$ cat src/rtl/pc_seq.sv
// pc_seq: multi-phase program counter sequencer with conditional branch decode,
// a LIFO call/return stack, a sticky halt and sticky stack-error flags.
module pc_seq #(
    parameter int PC_W    = 6,
    parameter int INSTR_W = 49,
    parameter int STAGES  = 3,
    parameter int DEPTH   = 4
) (
    input  logic                      clk,
    input  logic                      rst,
    input  logic                      stall,
    input  logic [INSTR_W-1:0]        literal,
    input  logic                      Zflag,
    output logic [PC_W-1:0]           PC,
    output logic [$clog2(STAGES)-1:0] phase,
    output logic                      retire,
    output logic                      halted,
    output logic [1:0]                stk_err
);

    localparam int PH_W  = $clog2(STAGES);
    localparam int CNT_W = $clog2(DEPTH + 1);
    localparam int IDX_W = $clog2(DEPTH);

    localparam logic [PH_W-1:0]  PH_ZERO  = PH_W'(0);
    localparam logic [PH_W-1:0]  PH_ONE   = PH_W'(1);
    localparam logic [PH_W-1:0]  PH_ZS    = PH_W'(1);
    localparam logic [PH_W-1:0]  PH_LAST  = PH_W'(STAGES - 1);
    localparam logic [CNT_W-1:0] CNT_ZERO = CNT_W'(0);
    localparam logic [CNT_W-1:0] CNT_ONE  = CNT_W'(1);
    localparam logic [CNT_W-1:0] CNT_FULL = CNT_W'(DEPTH);
    localparam logic [PC_W-1:0]  PC_ONE   = PC_W'(1);

    localparam logic [4:0] OP_BZ   = 5'h10;
    localparam logic [4:0] OP_BNZ  = 5'h11;
    localparam logic [4:0] OP_BRA  = 5'h12;
    localparam logic [4:0] OP_CALL = 5'h13;
    localparam logic [4:0] OP_RET  = 5'h14;
    localparam logic [4:0] OP_HALT = 5'h1F;

    logic [PC_W-1:0]  r_pc;
    logic [PH_W-1:0]  r_phase;
    logic             r_zq;
    logic             r_retire;
    logic             r_halted;
    logic [1:0]       r_err;
    logic [CNT_W-1:0] r_cnt;
    logic [PC_W-1:0]  r_stack [DEPTH];

    logic [4:0]       w_opcode;
    logic [PC_W-1:0]  w_target;
    logic [PC_W-1:0]  w_pc_inc;
    logic [PC_W-1:0]  w_top;
    logic [IDX_W-1:0] w_wr_idx;
    logic [IDX_W-1:0] w_rd_idx;
    logic             w_update;
    logic             w_z_eff;
    logic             w_full;
    logic             w_empty;
    logic [PC_W-1:0]  w_pc_nxt;
    logic             w_push;
    logic             w_pop;
    logic             w_halt;
    logic [1:0]       w_err_set;
    logic [PH_W-1:0]  w_phase_nxt;
    logic             w_unused_lit;

    assign w_opcode     = literal[INSTR_W-1:INSTR_W-5];
    assign w_target     = literal[PC_W-1:0];
    assign w_unused_lit = ^literal[INSTR_W-6:PC_W];
    assign w_pc_inc     = r_pc + PC_ONE;

    assign w_update = !stall && !r_halted && (r_phase == PH_LAST);
    // With STAGES==2 the sample and update phases coincide, so use the live flag.
    assign w_z_eff  = (r_phase == PH_ZS) ? Zflag : r_zq;

    assign w_full   = (r_cnt == CNT_FULL);
    assign w_empty  = (r_cnt == CNT_ZERO);
    assign w_wr_idx = r_cnt[IDX_W-1:0];
    assign w_rd_idx = IDX_W'(r_cnt - CNT_ONE);
    assign w_top    = r_stack[w_rd_idx];

    // Instruction decode: next PC, stack action, halt request and error flags.
    always_comb begin
        w_pc_nxt  = w_pc_inc;
        w_push    = 1'b0;
        w_pop     = 1'b0;
        w_halt    = 1'b0;
        w_err_set = 2'b00;
        case (w_opcode)
            OP_BZ: begin
                if (w_z_eff) begin
                    w_pc_nxt = w_target;
                end else begin
                    w_pc_nxt = w_pc_inc;
                end
            end
            OP_BNZ: begin
                if (w_z_eff) begin
                    w_pc_nxt = w_pc_inc;
                end else begin
                    w_pc_nxt = w_target;
                end
            end
            OP_BRA: begin
                w_pc_nxt = w_target;
            end
            OP_CALL: begin
                if (!w_full) begin
                    w_push   = 1'b1;
                    w_pc_nxt = w_target;
                end else begin
                    w_err_set = 2'b01;
                    w_pc_nxt  = w_pc_inc;
                end
            end
            OP_RET: begin
                if (!w_empty) begin
                    w_pop    = 1'b1;
                    w_pc_nxt = w_top;
                end else begin
                    w_err_set = 2'b10;
                    w_pc_nxt  = w_pc_inc;
                end
            end
            OP_HALT: begin
                w_halt   = 1'b1;
                w_pc_nxt = r_pc;
            end
            default: begin
                w_pc_nxt = w_pc_inc;
            end
        endcase
    end

    // Phase sequencing: hold on stall or halt, park at the last phase on HALT.
    always_comb begin
        w_phase_nxt = r_phase;
        if (stall || r_halted) begin
            w_phase_nxt = r_phase;
        end else if (r_phase == PH_LAST) begin
            if (w_halt) begin
                w_phase_nxt = PH_LAST;
            end else begin
                w_phase_nxt = PH_ZERO;
            end
        end else begin
            w_phase_nxt = r_phase + PH_ONE;
        end
    end

    // Architectural state: PC, phase, captured zero flag, status and stack count.
    always_ff @(posedge clk) begin
        if (rst) begin
            r_pc     <= '0;
            r_phase  <= PH_ZERO;
            r_zq     <= 1'b0;
            r_retire <= 1'b0;
            r_halted <= 1'b0;
            r_err    <= 2'b00;
            r_cnt    <= CNT_ZERO;
        end else begin
            r_retire <= w_update;
            r_phase  <= w_phase_nxt;
            if (!stall && !r_halted && (r_phase == PH_ZS)) begin
                r_zq <= Zflag;
            end
            if (w_update) begin
                r_pc     <= w_pc_nxt;
                r_halted <= w_halt;
                r_err    <= r_err | w_err_set;
                if (w_push) begin
                    r_cnt <= r_cnt + CNT_ONE;
                end else if (w_pop) begin
                    r_cnt <= r_cnt - CNT_ONE;
                end
            end
        end
    end

    // Return-stack storage; contents need no reset because the count gates reads.
    always_ff @(posedge clk) begin
        if (!rst && w_update && w_push) begin
            r_stack[w_wr_idx] <= w_pc_inc;
        end
    end

    assign PC      = r_pc;
    assign phase   = r_phase;
    assign retire  = r_retire;
    assign halted  = r_halted;
    assign stk_err = r_err;

endmodule

$ cat config.mk
export PLATFORM = sky130hd
export DESIGN_NAME = pc_seq
export DESIGN_NICKNAME = d
export VERILOG_FILES = /design/src/rtl/pc_seq.sv
export SDC_FILE = /design/constraint.sdc
export NUM_CORES = 1
export LEC_CHECK = 0
export BUFFER_PORTS_ARGS = -buffer_cell sky130_fd_sc_hd__buf_2
export CAP_MARGIN = 40
export CORE_ASPECT_RATIO = 0.6
export CORE_MARGIN = 2
export CORE_UTILIZATION = 55
export DETAILED_ROUTE_END_ITERATION = 6
export GPL_ROUTABILITY_DRIVEN = 0
export PLACE_DENSITY = 0.85
export RECOVER_POWER = 25
export SYNTH_ARGS = -nofsm -noshare
export SYNTH_HDL_FRONTEND = slang
export SYNTH_SLANG_ARGS = --single-unit
$ cat constraint.sdc
create_clock -name clk -period 6.4 [get_ports clk]
set_input_delay 1.28 -clock clk [delete_from_list [all_inputs] [get_ports clk]]
set_output_delay 1.28 -clock clk [all_outputs]
set_load 0.01 [all_outputs]
# ---- After elaboration in Yosys (flattened, before gate mapping)
# Memory sizes are Yosys's and may differ from the RTL's.
# Index checks and enable logic that the tools add are counted.
dict set report word_totals {
  register_bits 16
  mem_bits_rw 24
  in_bits 53
  out_inout_bits 12
  elab_cells 56
  n_memories 1
}
dict set report classes {
  n_addsub 4
  eq_ne 9
  mux 20
  n_bitwise 2
  n_reduce_logical 13
}
# name depth word_bits rd rd_clocked_by_memory_dff wr line_no
set memory_table {}
lappend memory_table {r_stack 4 6 1 0 1 48} ;# logic [PC_W-1:0] r_stack [DEPTH];
# operator count
set op_table {}
lappend op_table {{6-bit case mux with 6 select lines} 1}
lappend op_table {{5-bit == test, second input constant} 6}
lappend op_table {{6-bit two-way mux} 4}
lappend op_table {{1-bit two-way mux} 9}
lappend op_table {{6-bit by 1-bit adder with 6-bit output, second input constant} 1}
lappend op_table {{2-bit two-way mux} 3}
lappend op_table {{3-bit two-way mux} 2}
lappend op_table {{1-bit logical AND} 5}
lappend op_table {{2-bit case mux with 2 select lines} 1}
lappend op_table {{2-bit AND reduction} 2}
lappend op_table {{3-bit by 1-bit adder with 3-bit output, second input constant} 1}
lappend op_table {{3-bit == test, second input constant} 1}
lappend op_table {{1-bit zero test} 3}
lappend op_table {{3-bit zero test} 1}
lappend op_table {{3-bit by 1-bit subtractor with 3-bit output, second input constant} 1}
lappend op_table {{2-bit by 1-bit adder with 2-bit output, second input constant} 1}
lappend op_table {{2-bit by 1-bit == test with 1-bit output, second input constant} 1}
lappend op_table {{2-bit == test, second input constant} 1}
lappend op_table {{2-bit OR} 1}
lappend op_table {{2-bit nonzero test} 1}
lappend op_table {{1-bit logical OR} 1}
lappend op_table {{1-bit NOT} 1}

# ---- Longest topological paths before layout
dict set report logic_depth {
  word_depth 7
  ltp_mapped 9
  depth_no_buf 7
}

# ---- Worst setup path after synthesis
# Ideal clock, no wire load.
dict set report synth_path {
  kind {input -> register}
  start {input stall}
  end {memory r_stack[3][0], enable pin}
  arrival_ps 2398
  required_time_ps 6080
  setup_slack_ps 3682
  stages 4
  n_path_buf 1
  path_cell_list {or4b_1 buf_2 nor3_1 and2_1}
}
dict set report synth_via {
  elab_chain_cells 7
}
# item line_no
set synth_lines {}
lappend synth_lines {{from (decl)} 11} ;# input logic stall,
lappend synth_lines {{1-bit zero test} 73} ;# assign w_update = !stall && !r_halted && (r_phase == PH_LAST);
lappend synth_lines {{1-bit logical AND (2 in a row)} 73}
lappend synth_lines {{1-bit logical AND (2 in a row)} 183} ;# if (!rst && w_update && w_push) begin
lappend synth_lines {{1-bit two-way mux} 183}
lappend synth_lines {{1-bit two-way mux (not written as such)} 184} ;# r_stack[w_wr_idx] <= w_pc_inc;
lappend synth_lines {{to (decl)} 48}
# Every way passes these cells.

# ---- Worst setup path in the final report
dict set report layout_path {
  start {input literal[46]}
  end {memory r_stack[2][5], enable pin}
}
dict set report layout_via {
  elab_chain_cells 5
}
# item line_no
set layout_lines {}
lappend layout_lines {{from (decl)} 12} ;# input logic [INSTR_W-1:0] literal,
lappend layout_lines {{5-bit == test} 90} ;# case (w_opcode)
lappend layout_lines {{1-bit two-way mux} 90}
lappend layout_lines {{1-bit logical AND} 183}
lappend layout_lines {{1-bit two-way mux} 183}
lappend layout_lines {{1-bit two-way mux (not written as such)} 184}
# Every way passes these cells.

==> qor.csv <==
stage;metric;value;unit
clocking;Resized Gates After CTS;0;
yosys;sequential element share of the synthesized area;0.496;
worst_setup_path;Slowest-stage cell, CP;nor3b_1;
power;Lkg Pwr;0.847;nW
yosys;Syn. warnings;0;
timing;minimum clock period;3000;ps
yosys;flops & latches, synth;40;
grt;initial antenna violation count;0;
floorplanning;core area;3660;µm²
final_layout;multi-input logic area;1010;µm²
status;status;finished, final reports clean;
yosys;Synth cell types;46;
final_layout;filler instances;301;
power;pwr/cell area;234;nW/µm²
drt;DRC violation count after routing;0;
clocking;Hold Buf Count CTS;0;
power;Max rail drop VDD;151;µV
floorplanning;die height;51.9;µm
worst_setup_path;Startpoint Class;input pin;
floorplanning;I/O pin total;65;
timing;final setup TNS;0;ps
clocking;Clk Tree Root Cell;clkbuf_8;
worst_setup_path;Setup crit end kind;flop;
drt;First-pass DRT Iterations;4;
timing;RSZ-0062 raised after global routing;no;
clocking;worst skew pair latency;290;ps
timing;achievable frequency;334;MHz
yosys;syn_nets;245;
yosys;Async S/R FF share, synth;0;
clocking;clk buf depth;2;
worst_setup_path;cell family with most CP delay;simple AND/OR/NAND/NOR gates;
clocking;# Post-CTS Setup Buffers;0;
worst_setup_path;CP peak stage delay;500;ps
clocking;H-Tree Depth;2;
clocking;CTS Buf Count;5;
drt;vias per cell;6.21;
timing;actual slew at the worst max-slew pin;696;ps
worst_setup_path;CP arrival;2950;ps
grt;GRT overflow;0;
grt;vias in the first global route;1543;
worst_setup_path;Worst Path Required;6360;ps
drt;post-route ant nets;0;
power;total power;557;µW
timing;final setup fails;0;
worst_hold_path;Hold Path Class;flop to flop;
timing;max_slew headroom;0.532;
yosys;Post-synth EDFFs;24;
timing;final slew viol count;0;
placement;IO Port Bufs;26;
worst_setup_path;largest fanout on the critical path;8;
timing;Tcrit/Tclk final;0.468;
placement;DP Cell Count;250;
yosys;synthesized cell area;2100;µm²
run;# Max-Cap Violations;0;
worst_setup_path;WP buf/inv;1;
grt;GRT Total Usage;0.231;
final_layout;Storage cell area;1040;µm²
grt;largest net degree at the start of global routing;21;
final_layout;Final Non-Filler Cells;258;
drt;initial DRC count;123;
placement;HPWL after DPL;3.25;mm
worst_setup_path;critical path, cell by cell;buf_2 -> nor3b_1 -> nand3_1 -> nor3_1 -> and2_1;
final_layout;layout cells sized above 1;0.218;
floorplanning;Starting Density;0.574;
final_layout;fin nets;269;
grt;global-route wire length before repair;7.62;mm
clocking;Clock transition at path regs;80;ps
drt;routed via count;1601;
clocking;CTS tree;yes;
yosys;Synth Area per Inst;11.3;µm²
floorplanning;die area;4340;µm²
timing;skew final;4.17;ps
yosys;predominant post-synthesis flop cell;edfxtp_1;
yosys;cell count after synthesis;186;
final_layout;number of diodes;0;
drt;final wirelength;4.50;mm
drt;WL/cell;17.5;µm
timing;Fin. Hold Viols;0;
floorplanning;chip width;83.8;µm
timing;Hold Worst Slack;471;ps
worst_setup_path;Crit Path Class;input pin to flop;
clocking;Sink Count;40;
floorplanning;# rows;17;
final_layout;area delta synth->final;13.5;%
==> synth_stat cells, drive strengths merged, types with 3 or more instances <==
library cell,instances,area share
nor3,3,0.0071
nand2,8,0.014
buf,4,0.0089
and3,4,0.012
and2,5,0.015
mux2i,3,0.014
mux4,6,0.064
a221oi,3,0.013
edfxtp,24,0.34
nand3,7,0.017
xor2,3,0.013
ha,6,0.036
a221o,4,0.019
a21oi,12,0.029
a311oi,5,0.021
xnor2,3,0.013
dfxtp,16,0.15
o21ai,6,0.014
nand2b,10,0.030
clkbuf,5,0.0089
inv,4,0.0071
nor2,19,0.034
==> power breakdown <==
group	leakage, nW	total [mW]	switching, mW	internal (mW)
registers	0.325	0.276	0.00290	0.273
clock network	0.0654	0.243	0.0875	0.156
logic	0.457	0.0378	0.0230	0.0148
==> routing by layer <==
metal | GRT usage | vias up | share of wire
met5 | 0 | - | 0
met4 | 0.0645 | 0 | 0.0033
met3 | 0.0492 | 2 | 0.067
met2 | 0.351 | 61 | 0.45
met1 | 0.339 | 779 | 0.48
li1 | - | 759 | -
==> tightest hold or removal path: stages, from the launching register on <==
cell,delay (ps)
dfxtp_1,330
nor2_1,40
nor2_1,70
==> path summary, 6_finish.rpt <==
check | startpoint | endpoint | slack (ps) | cells past startpoint
hold reg to reg | stk_err[0]$_SDFFE_PP0P_ | stk_err[0]$_SDFFE_PP0P_ | 470 | 2
hold / removal | stk_err[0]$_SDFFE_PP0P_ | stk_err[0]$_SDFFE_PP0P_ | 470 | 2
setup reg to reg | r_cnt[0]$_SDFFE_PP0P_ | r_stack[2][5]$_DFFE_PP_ | 3830 | 6
setup / recovery | literal[46] | r_stack[2][5]$_DFFE_PP_ | 3400 | 5
==> state kept, by name (all words and copies together), names as in the netlist <==
signal   flops
halted       1
phase        2
PC           6
stk_err      2
retire       1
r_stack     24
r_zq         1
r_cnt        3
==> layout make-up <==
type	instances	share of cell area
well taps	47	0.0247
flip-flops and latches	40	0.437
clock buffers	6	0.0304
inverters	4	0.00630
clock inverters	2	0.0252
repair buffers	26	0.0546
multi-input cells	133	0.422
==> per-stage QoR <==
stage          setup slack [ps]  instance area, µm²   util
2_1_floorplan              3680                2100      -
3_3_place_gp               3250                2250  0.615
3_5_place_dp               3110                2250  0.615
4_1_cts                    3430                2380  0.652
5_1_grt                    3130                2380  0.652
6_report                   3400                2380  0.652
==> layout by cell type (no fill, tap or decap), drive strengths merged, types with 6 or more instances in the layout <==
cell	count
mux4	6
ha	6
dfxtp	16
nand3	7
buf	26
nand2	8
nor2	19
o21ai	6
a21oi	12
edfxtp	24
nand2b	10
clkbuf	6
==> cell families after synthesis <==
group | synth area share
AOI/OAI and AO/OA | 0.160
xor gates and xnor gates | 0.0250
adders and majority gates | 0.0358
buffers and inverters | 0.0250
DFF | 0.496
muxes | 0.0894
and+or+nand+nor | 0.169
Power figures use the tool's default switching activity.
